==> config.mk <==
export PLATFORM = sky130hd
export DESIGN_NAME = uart_brg_flat
export DESIGN_NICKNAME = d
export VERILOG_FILES = /design/src/rtl/uart_brg_if.sv /design/src/rtl/uart_brg.sv /design/src/flat_wrapper.sv
export SDC_FILE = /design/constraint.sdc
export NUM_CORES = 1
export LEC_CHECK = 0
export ABC_AREA = 1
export CORE_MARGIN = 2
export CORE_UTILIZATION = 35
export CTS_CLUSTER_DIAMETER = 50
export DETAILED_ROUTE_END_ITERATION = 16
export GPL_ROUTABILITY_DRIVEN = 0
export PLACE_DENSITY_LB_ADDON = 0.15
export SLEW_MARGIN = 30
export SYNTH_ARGS = -nofsm -noshare
export SYNTH_HDL_FRONTEND = slang
export SYNTH_SLANG_ARGS = --single-unit
==> constraint.sdc <==
create_clock -name clk -period 2.19 [get_ports clk]
set_input_delay 0.657 -clock clk [delete_from_list [all_inputs] [get_ports clk]]
set_output_delay 0.657 -clock clk [all_outputs]
set_load 0.01 [all_outputs]
==> src/rtl/uart_brg_if.sv <==
// UART baud rate generator bus bundle.
// SFR-side controls in, shifter strobes out.
interface uart_brg_if #(
  parameter int DIV_W = 8
);
  logic             en;
  logic             sync;
  logic             brgh;
  logic             spbrg_reg_wr_en;
  logic [DIV_W-1:0] spbrg_reg_in;
  logic [DIV_W-1:0] spbrg_reg_out;
  logic             rx_resync;
  logic             uart_tx_shift_en;
  logic             uart_rx_sample_en;
  logic             uart_rx_mid_en;

  modport master (
    output en, sync, brgh,
    output spbrg_reg_wr_en, spbrg_reg_in,
    output rx_resync,
    input  spbrg_reg_out,
    input  uart_tx_shift_en,
    input  uart_rx_sample_en,
    input  uart_rx_mid_en
  );

  modport slave (
    input  en, sync, brgh,
    input  spbrg_reg_wr_en, spbrg_reg_in,
    input  rx_resync,
    output spbrg_reg_out,
    output uart_tx_shift_en,
    output uart_rx_sample_en,
    output uart_rx_mid_en
  );
endinterface

==> src/rtl/uart_brg.sv <==
// UART baud rate generator: sub -> div -> phase chain
// with 16x rx oversample and mid-bit strobe.
module uart_brg #(
  parameter int DIV_W = 8
) (
  input logic     clk,
  input logic     rst,
  uart_brg_if.slave bus
);

  logic [DIV_W-1:0] spbrg_q, spbrg_d;
  logic [DIV_W-1:0] div_q, div_d;
  logic [1:0]       sub_q, sub_d;
  logic [1:0]       mode_q, mode_d;
  logic [3:0]       phase_q, phase_d;
  logic [1:0]       sub_max;
  logic             sub_wrap;
  logic             div_wrap;
  logic             clr;
  logic             sample;

  // Terminal-count decode; high-speed async has no prescaler.
  always_comb begin
    sub_max  = (!bus.sync && bus.brgh) ? 2'd0 : 2'd3;
    sub_wrap = (sub_q == sub_max);
    div_wrap = sub_wrap && (div_q == spbrg_q);
    mode_d   = {bus.sync, bus.brgh};
    clr      = bus.spbrg_reg_wr_en
             | (mode_d != mode_q)
             | bus.rx_resync;
    spbrg_d  = bus.spbrg_reg_wr_en ? bus.spbrg_reg_in
                                   : spbrg_q;
  end

  // Counter next state: disable, then clear, then count.
  always_comb begin
    sub_d   = sub_q;
    div_d   = div_q;
    phase_d = phase_q;
    if (!bus.en || clr) begin
      sub_d   = '0;
      div_d   = '0;
      phase_d = '0;
    end else begin
      sub_d = sub_wrap ? 2'd0 : sub_q + 2'd1;
      if (sub_wrap)
        div_d = div_wrap ? '0 : div_q + DIV_W'(1);
      if (bus.sync)
        phase_d = '0;
      else if (div_wrap)
        phase_d = phase_q + 4'd1;
    end
  end

  // State registers.
  always_ff @(posedge clk or negedge rst) begin
    if (!rst) begin
      spbrg_q <= '0;
      div_q   <= '0;
      sub_q   <= '0;
      phase_q <= '0;
      mode_q  <= '0;
    end else begin
      spbrg_q <= spbrg_d;
      div_q   <= div_d;
      sub_q   <= sub_d;
      phase_q <= phase_d;
      mode_q  <= mode_d;
    end
  end

  // Strobes are pure decodes of the current count.
  always_comb begin
    sample = bus.en & ~bus.sync & div_wrap;
  end

  assign bus.uart_rx_sample_en = sample;
  assign bus.uart_rx_mid_en    = sample & (phase_q == 4'd7);
  assign bus.uart_tx_shift_en  = bus.sync
                               ? (bus.en & div_wrap)
                               : (sample & (phase_q == 4'hF));
  assign bus.spbrg_reg_out     = spbrg_q;

endmodule

==> src/flat_wrapper.sv <==
// flat-port wrapper written by rule: the top's interface ports become plain ports
module uart_brg_flat 
#(
  parameter int DIV_W = 8
)
  (clk, rst, bus_en, bus_sync, bus_brgh, bus_spbrg_reg_wr_en, bus_spbrg_reg_in, bus_rx_resync, bus_spbrg_reg_out, bus_uart_tx_shift_en, bus_uart_rx_sample_en, bus_uart_rx_mid_en);
  uart_brg_if #(.DIV_W(DIV_W)) bus_i ();
  input logic clk;
  input logic rst;
  input wire logic [$bits(bus_i.en)-1:0] bus_en;
  input wire logic [$bits(bus_i.sync)-1:0] bus_sync;
  input wire logic [$bits(bus_i.brgh)-1:0] bus_brgh;
  input wire logic [$bits(bus_i.spbrg_reg_wr_en)-1:0] bus_spbrg_reg_wr_en;
  input wire logic [$bits(bus_i.spbrg_reg_in)-1:0] bus_spbrg_reg_in;
  input wire logic [$bits(bus_i.rx_resync)-1:0] bus_rx_resync;
  output wire logic [$bits(bus_i.spbrg_reg_out)-1:0] bus_spbrg_reg_out;
  output wire logic [$bits(bus_i.uart_tx_shift_en)-1:0] bus_uart_tx_shift_en;
  output wire logic [$bits(bus_i.uart_rx_sample_en)-1:0] bus_uart_rx_sample_en;
  output wire logic [$bits(bus_i.uart_rx_mid_en)-1:0] bus_uart_rx_mid_en;
  assign bus_i.en = bus_en;
  assign bus_i.sync = bus_sync;
  assign bus_i.brgh = bus_brgh;
  assign bus_i.spbrg_reg_wr_en = bus_spbrg_reg_wr_en;
  assign bus_i.spbrg_reg_in = bus_spbrg_reg_in;
  assign bus_i.rx_resync = bus_rx_resync;
  assign bus_spbrg_reg_out = bus_i.spbrg_reg_out;
  assign bus_uart_tx_shift_en = bus_i.uart_tx_shift_en;
  assign bus_uart_rx_sample_en = bus_i.uart_rx_sample_en;
  assign bus_uart_rx_mid_en = bus_i.uart_rx_mid_en;
  uart_brg #(.DIV_W(DIV_W)) u_core (.clk(clk), .rst(rst), .bus(bus_i));
endmodule
# == Yosys cells after proc, flatten, opt, wreduce, memory -nomap -nowiden ==
# Cells that the tools add are included.
# totals
register_bits,24
latch_bits,0
ram_bits,0
rom_bits,0
output_inout_bits,11
mem_count,0
# op_classes
addsub,3
n_mul,0
div_mod_pow,0
n_lt_le_gt_ge,0
eq_ne,5
shift,0
muxes,10
bitwise,8
n_reduce_logical,7
# ops
cell,n
8-bit two-way mux,3
4-bit two-way mux,3
"8-bit by 1-bit adder with 8-bit output, second input constant",1
8-bit == test,1
2-bit two-way mux,3
1-bit AND,5
"4-bit by 1-bit adder with 4-bit output, second input constant",1
"4-bit by 3-bit == test with 1-bit output, second input constant",1
"4-bit == test, second input constant",1
3-bit nonzero test,1
"2-bit by 1-bit adder with 2-bit output, second input constant",1
2-bit == test,1
1-bit logical AND,2
1-bit zero test,2
2-bit != test,1
1-bit bitwise OR,2
2-bit nonzero test,1
1-bit logical OR,1
1-bit two-way mux,1
1-bit NOT,1

# == Depth between registers and ports, before layout ==
# logic_depth
word_depth,8
ltp_mapped,10

# == Least setup slack after synthesis ==
# OpenSTA, ideal clock, no wires.
# synth_path
path_kind,input port to output port
startpoint,input port bus_sync
endpoint,output port bus_uart_rx_mid_en
t_arrival_ps,1427
required_time_ps,1533
path_slack_ps,106
cell_stages,7
n_path_buf,0
cell_sequence,inv_2 > nand2_2 > o21ai_2 > nand3_1 > nor2_2 > nand3_1 > nor2_1
# synth_between
elab_chain_len,7
word_cells_on_any_way,9
cone_classes,eq/ne (1); mux (1); bitwise (4); reduce/logical (3)
# synth_rtl
element,line,source
start: declaration,flat_wrapper.sv:11,input wire logic [$bits(bus_i.sync)-1:0] bus_sync;
1-bit zero test,uart_brg.sv:24,sub_max = (!bus.sync && bus.brgh) ? 2'd0 : 2'd3;
1-bit logical AND,uart_brg.sv:24,
2-bit two-way mux,uart_brg.sv:24,
2-bit == test,uart_brg.sv:25,sub_wrap = (sub_q == sub_max);
1-bit logical AND,uart_brg.sv:26,div_wrap = sub_wrap && (div_q == spbrg_q);
1-bit AND (*),uart_brg.sv:74,sample = bus.en & ~bus.sync & div_wrap;
1-bit AND (*),uart_brg.sv:78,assign bus.uart_rx_mid_en = sample & (phase_q == 4'd7);
end: declaration,flat_wrapper.sv:19,output wire logic [$bits(bus_i.uart_rx_mid_en)-1:0] bus_uart_rx_mid_en;
# Mark *: on every way between the ends. The rest lies on a longest branch, timed or not.

# == Worst setup path after layout ==
# Same ends and word-level chain as after synthesis.

==> impl_metrics.tcl <==
set metrics [dict create \
    run_status "finished, violations left" \
    violations "negative setup slack" \
    cap_violations 0 \
    arrival_ns 1.55 \
    synth_compound_gate_area_share_pct 3.669 \
    seq_area_frac_synth_pct 40.96 \
    diodes 0 \
    syn_to_final_growth_pct 49.91 \
    design_area_um2 2198 \
    drt-total-wl_um 3583 \
    die-width_um 68.73 \
    synth-seq-cells 24 \
    track_usage_pct 17.97 \
    syn_inst 203 \
    yosys.area_share.simple_pct 36.95 \
    port_buffers 25 \
    grt_max_degree 25 \
    clock_latency_ns 0.27 \
    cellPowerDensity_nw_per_um2 447.6 \
    routedWlPerCell_um 10.92 \
    cts-hold-fix-buffers 0 \
    yosysTopAreaCellShare_pct 40.96 \
    syn_avg_cell_area_um2 7.224 \
    drive_gt1_share_pct 32.73 \
    ir_worst_vdd_uv 225.7 \
    clkTransAtPathRegs_ns 0.08 \
    drc_errors 0 \
    vias 1440 \
    synthesis.area_um2 1466 \
    place_area_um2 2017 \
    ys_warn_count 0 \
    synth.mux.area_fraction_pct 0.7679 \
    fin_crit_sh_pct 101.0 \
    grt_pass1_vias 1419 \
    worst_pin_slew_ns 0.3368 \
    crit_path_end_kind "output pin" \
    coreArea_um2 4029 \
    m1WireLength_um 1810 \
    dr_wl_met3_um 91 \
    leakagePower_nw 1.200 \
    cts.path.max_buffers 2 \
    async_flop_share_pct 100.0 \
    path_max_fanout 3 \
    fin_ws_ns -0.02107 \
    clock_skew_ns 0.005693 \
    grt_pass1_wl_um 6299 \
    finish.net_count 297 \
    row_count 23 \
    ys_types 27 \
    synthAdderAreaFrac_pct 1.706 \
    relSlewSlack_pct 77.52 \
    synth_top_family_by_area "simple AND/OR/NAND/NOR gates" \
    ios 26 \
    dp_hpwl_um 2560 \
    worstSetupPathType "in -> out" \
    min_period_ns 2.211 \
    topRoutingLayerUsed "met4" \
    grt_antenna_before_repair 0 \
    rsz0062_at_grt "yes" \
    overflow 0 \
    finalHoldViolations 0 \
    holdCritPathClass "reg -> reg" \
    cts_buffers 3 \
    wl_met2_um 1628 \
    cts_sinks 24 \
    whs_ns 0.4755 \
    synth_xor_area_share_pct 5.290 \
    max_clock_freq_mhz 452.3 \
    drt-initial-drc-count 40 \
    die_h_um 68.73 \
    synth_edf_count 0 \
    tritoncts "yes" \
    vias_per_cell 4.390 \
    root_buffer "clkbuf_8" \
    ant_nets 0 \
    cp-start-kind "input pin" \
    syn_nets 220 \
    design.die.area_um2 4724 \
    initial_utilization_pct 36.40 \
    final-max-slew-violation-count 0 \
    worstPathRequired_ns 1.53 \
    synth_largest_area_cell "dfrtp_1" \
    first_pass_iters 4 \
    pre_cts_slack_ns -0.8403 \
    setup_viol 1 \
    cts.htree.levels 1 \
    synth_ff_type "dfrtp_1" \
    synthTopCellsByArea "dfrtp_1, nand2_1, inv_1" \
]
[what timing repair did]
item | in CTS | in global routing
cloned | 0 | 0
setup endpoints to repair | 3 | 4
pin swaps | 9 | 8
resized for setup | 28 | 12
setup buffers | 16 | 1
[worst paths after layout]
kind	startpoint	to	slack, ns	depth (start not counted)
setup / recovery	bus_sync	bus_uart_rx_mid_en	-0.02	9
hold / removal	u_core.sub_q[0]	u_core.sub_q[0]	0.48	1
setup reg to reg	u_core.bus.spbrg_reg_out[2]	u_core.bus.spbrg_reg_out[2]	0.14	14
hold reg to reg	u_core.sub_q[0]	u_core.sub_q[0]	0.48	1
max in group asynchronous	rst	u_core.sub_q[1]	1.21	2
min in group asynchronous	rst	u_core.bus.spbrg_reg_out[6]	0.74	2
[registers in the layout (all words and copies together) (netlist names)]
register                  flops
u_core.sub_q                  2
u_core.phase_q                4
u_core.bus.spbrg_reg_out      8
u_core.div_q                  8
u_core.mode_q                 2
[cell type report]
type	count	area (µm²)
multi-input combinational	140	742.0
clock buffer	3	41.29
sequential	24	600.6
fill	402	1831
tap	50	62.56
timing repair buffer	76	618.1
inverter	35	133.9
[synth_stat cells, types with 2 or more instances]
library cell and instances:
dfrtp_1 24, ha_1 2, inv_1 33, inv_2 2
nand2_1 68, nand2_2 2, nand3_1 19, nand4_1 7
nor2_1 12, nor2_2 5, o21ai_0 8, xnor2_1 2
xor2_1 5
[cells in the final DEF (no fill, tap or decap), types with 5 or more instances in the layout]
cell,n
nand2_2,7
nor2_2,8
inv_1,28
nand2_1,63
xor2_1,5
clkdlybuf4s50_1,20
nor2_1,9
nand3_1,18
dfrtp_1,24
buf_4,50
inv_2,6
o21ai_0,7
nand4_1,7
[per-layer routing]
metal  vias to the layer above  GRT usage [%]
li1                        780              -
met3                         5          2.760
met4                         0          5.882
met5                         -              0
met1                       640          25.18
met2                        15          28.37
[through the flow]
stage                     util [%]  instances   TNS, ns  total power [mW]
after detailed placement     50.06        309    -2.451            0.6777
after CTS                    53.94        328  -0.03800            0.9864
after floorplan                  -        203         0            0.5527
final                        54.57        328  -0.02107            0.9839
after global placement       50.06        309    -2.323            0.6772
after global routing         54.57        328   -0.3568             1.034
[cells by family (layout without fill, tap and decap cells)]
kind of cell             Yosys count  in the layout
flip-flops                        24             24
XOR/XNOR                           8              8
AO/OA/AOI/OAI                     10             10
buffers and inverters             39            114
adder cells (fa/ha/maj)            2              2
AND/OR/NAND/NOR                  119            119
multiplexers                       1              1
[critical path: stages]
cell and delay, ns:
buf_6 0.10, inv_4 0.04, nand2_2 0.05, o21ai_2 0.14, nand3_1 0.10, nor2_2 0.16
nand3_2 0.10, nor2_2 0.08, buf_2 0.13
[where the power goes]
part	leakage [nW]	internal (mW)	switching [mW]
Clock	0.0216	0.123	0.145
Combinational	0.863	0.142	0.103
Sequential	0.316	0.459	0.0122
Total	1.20	0.724	0.260
Note: power is estimated with default switching activity, not from simulation.
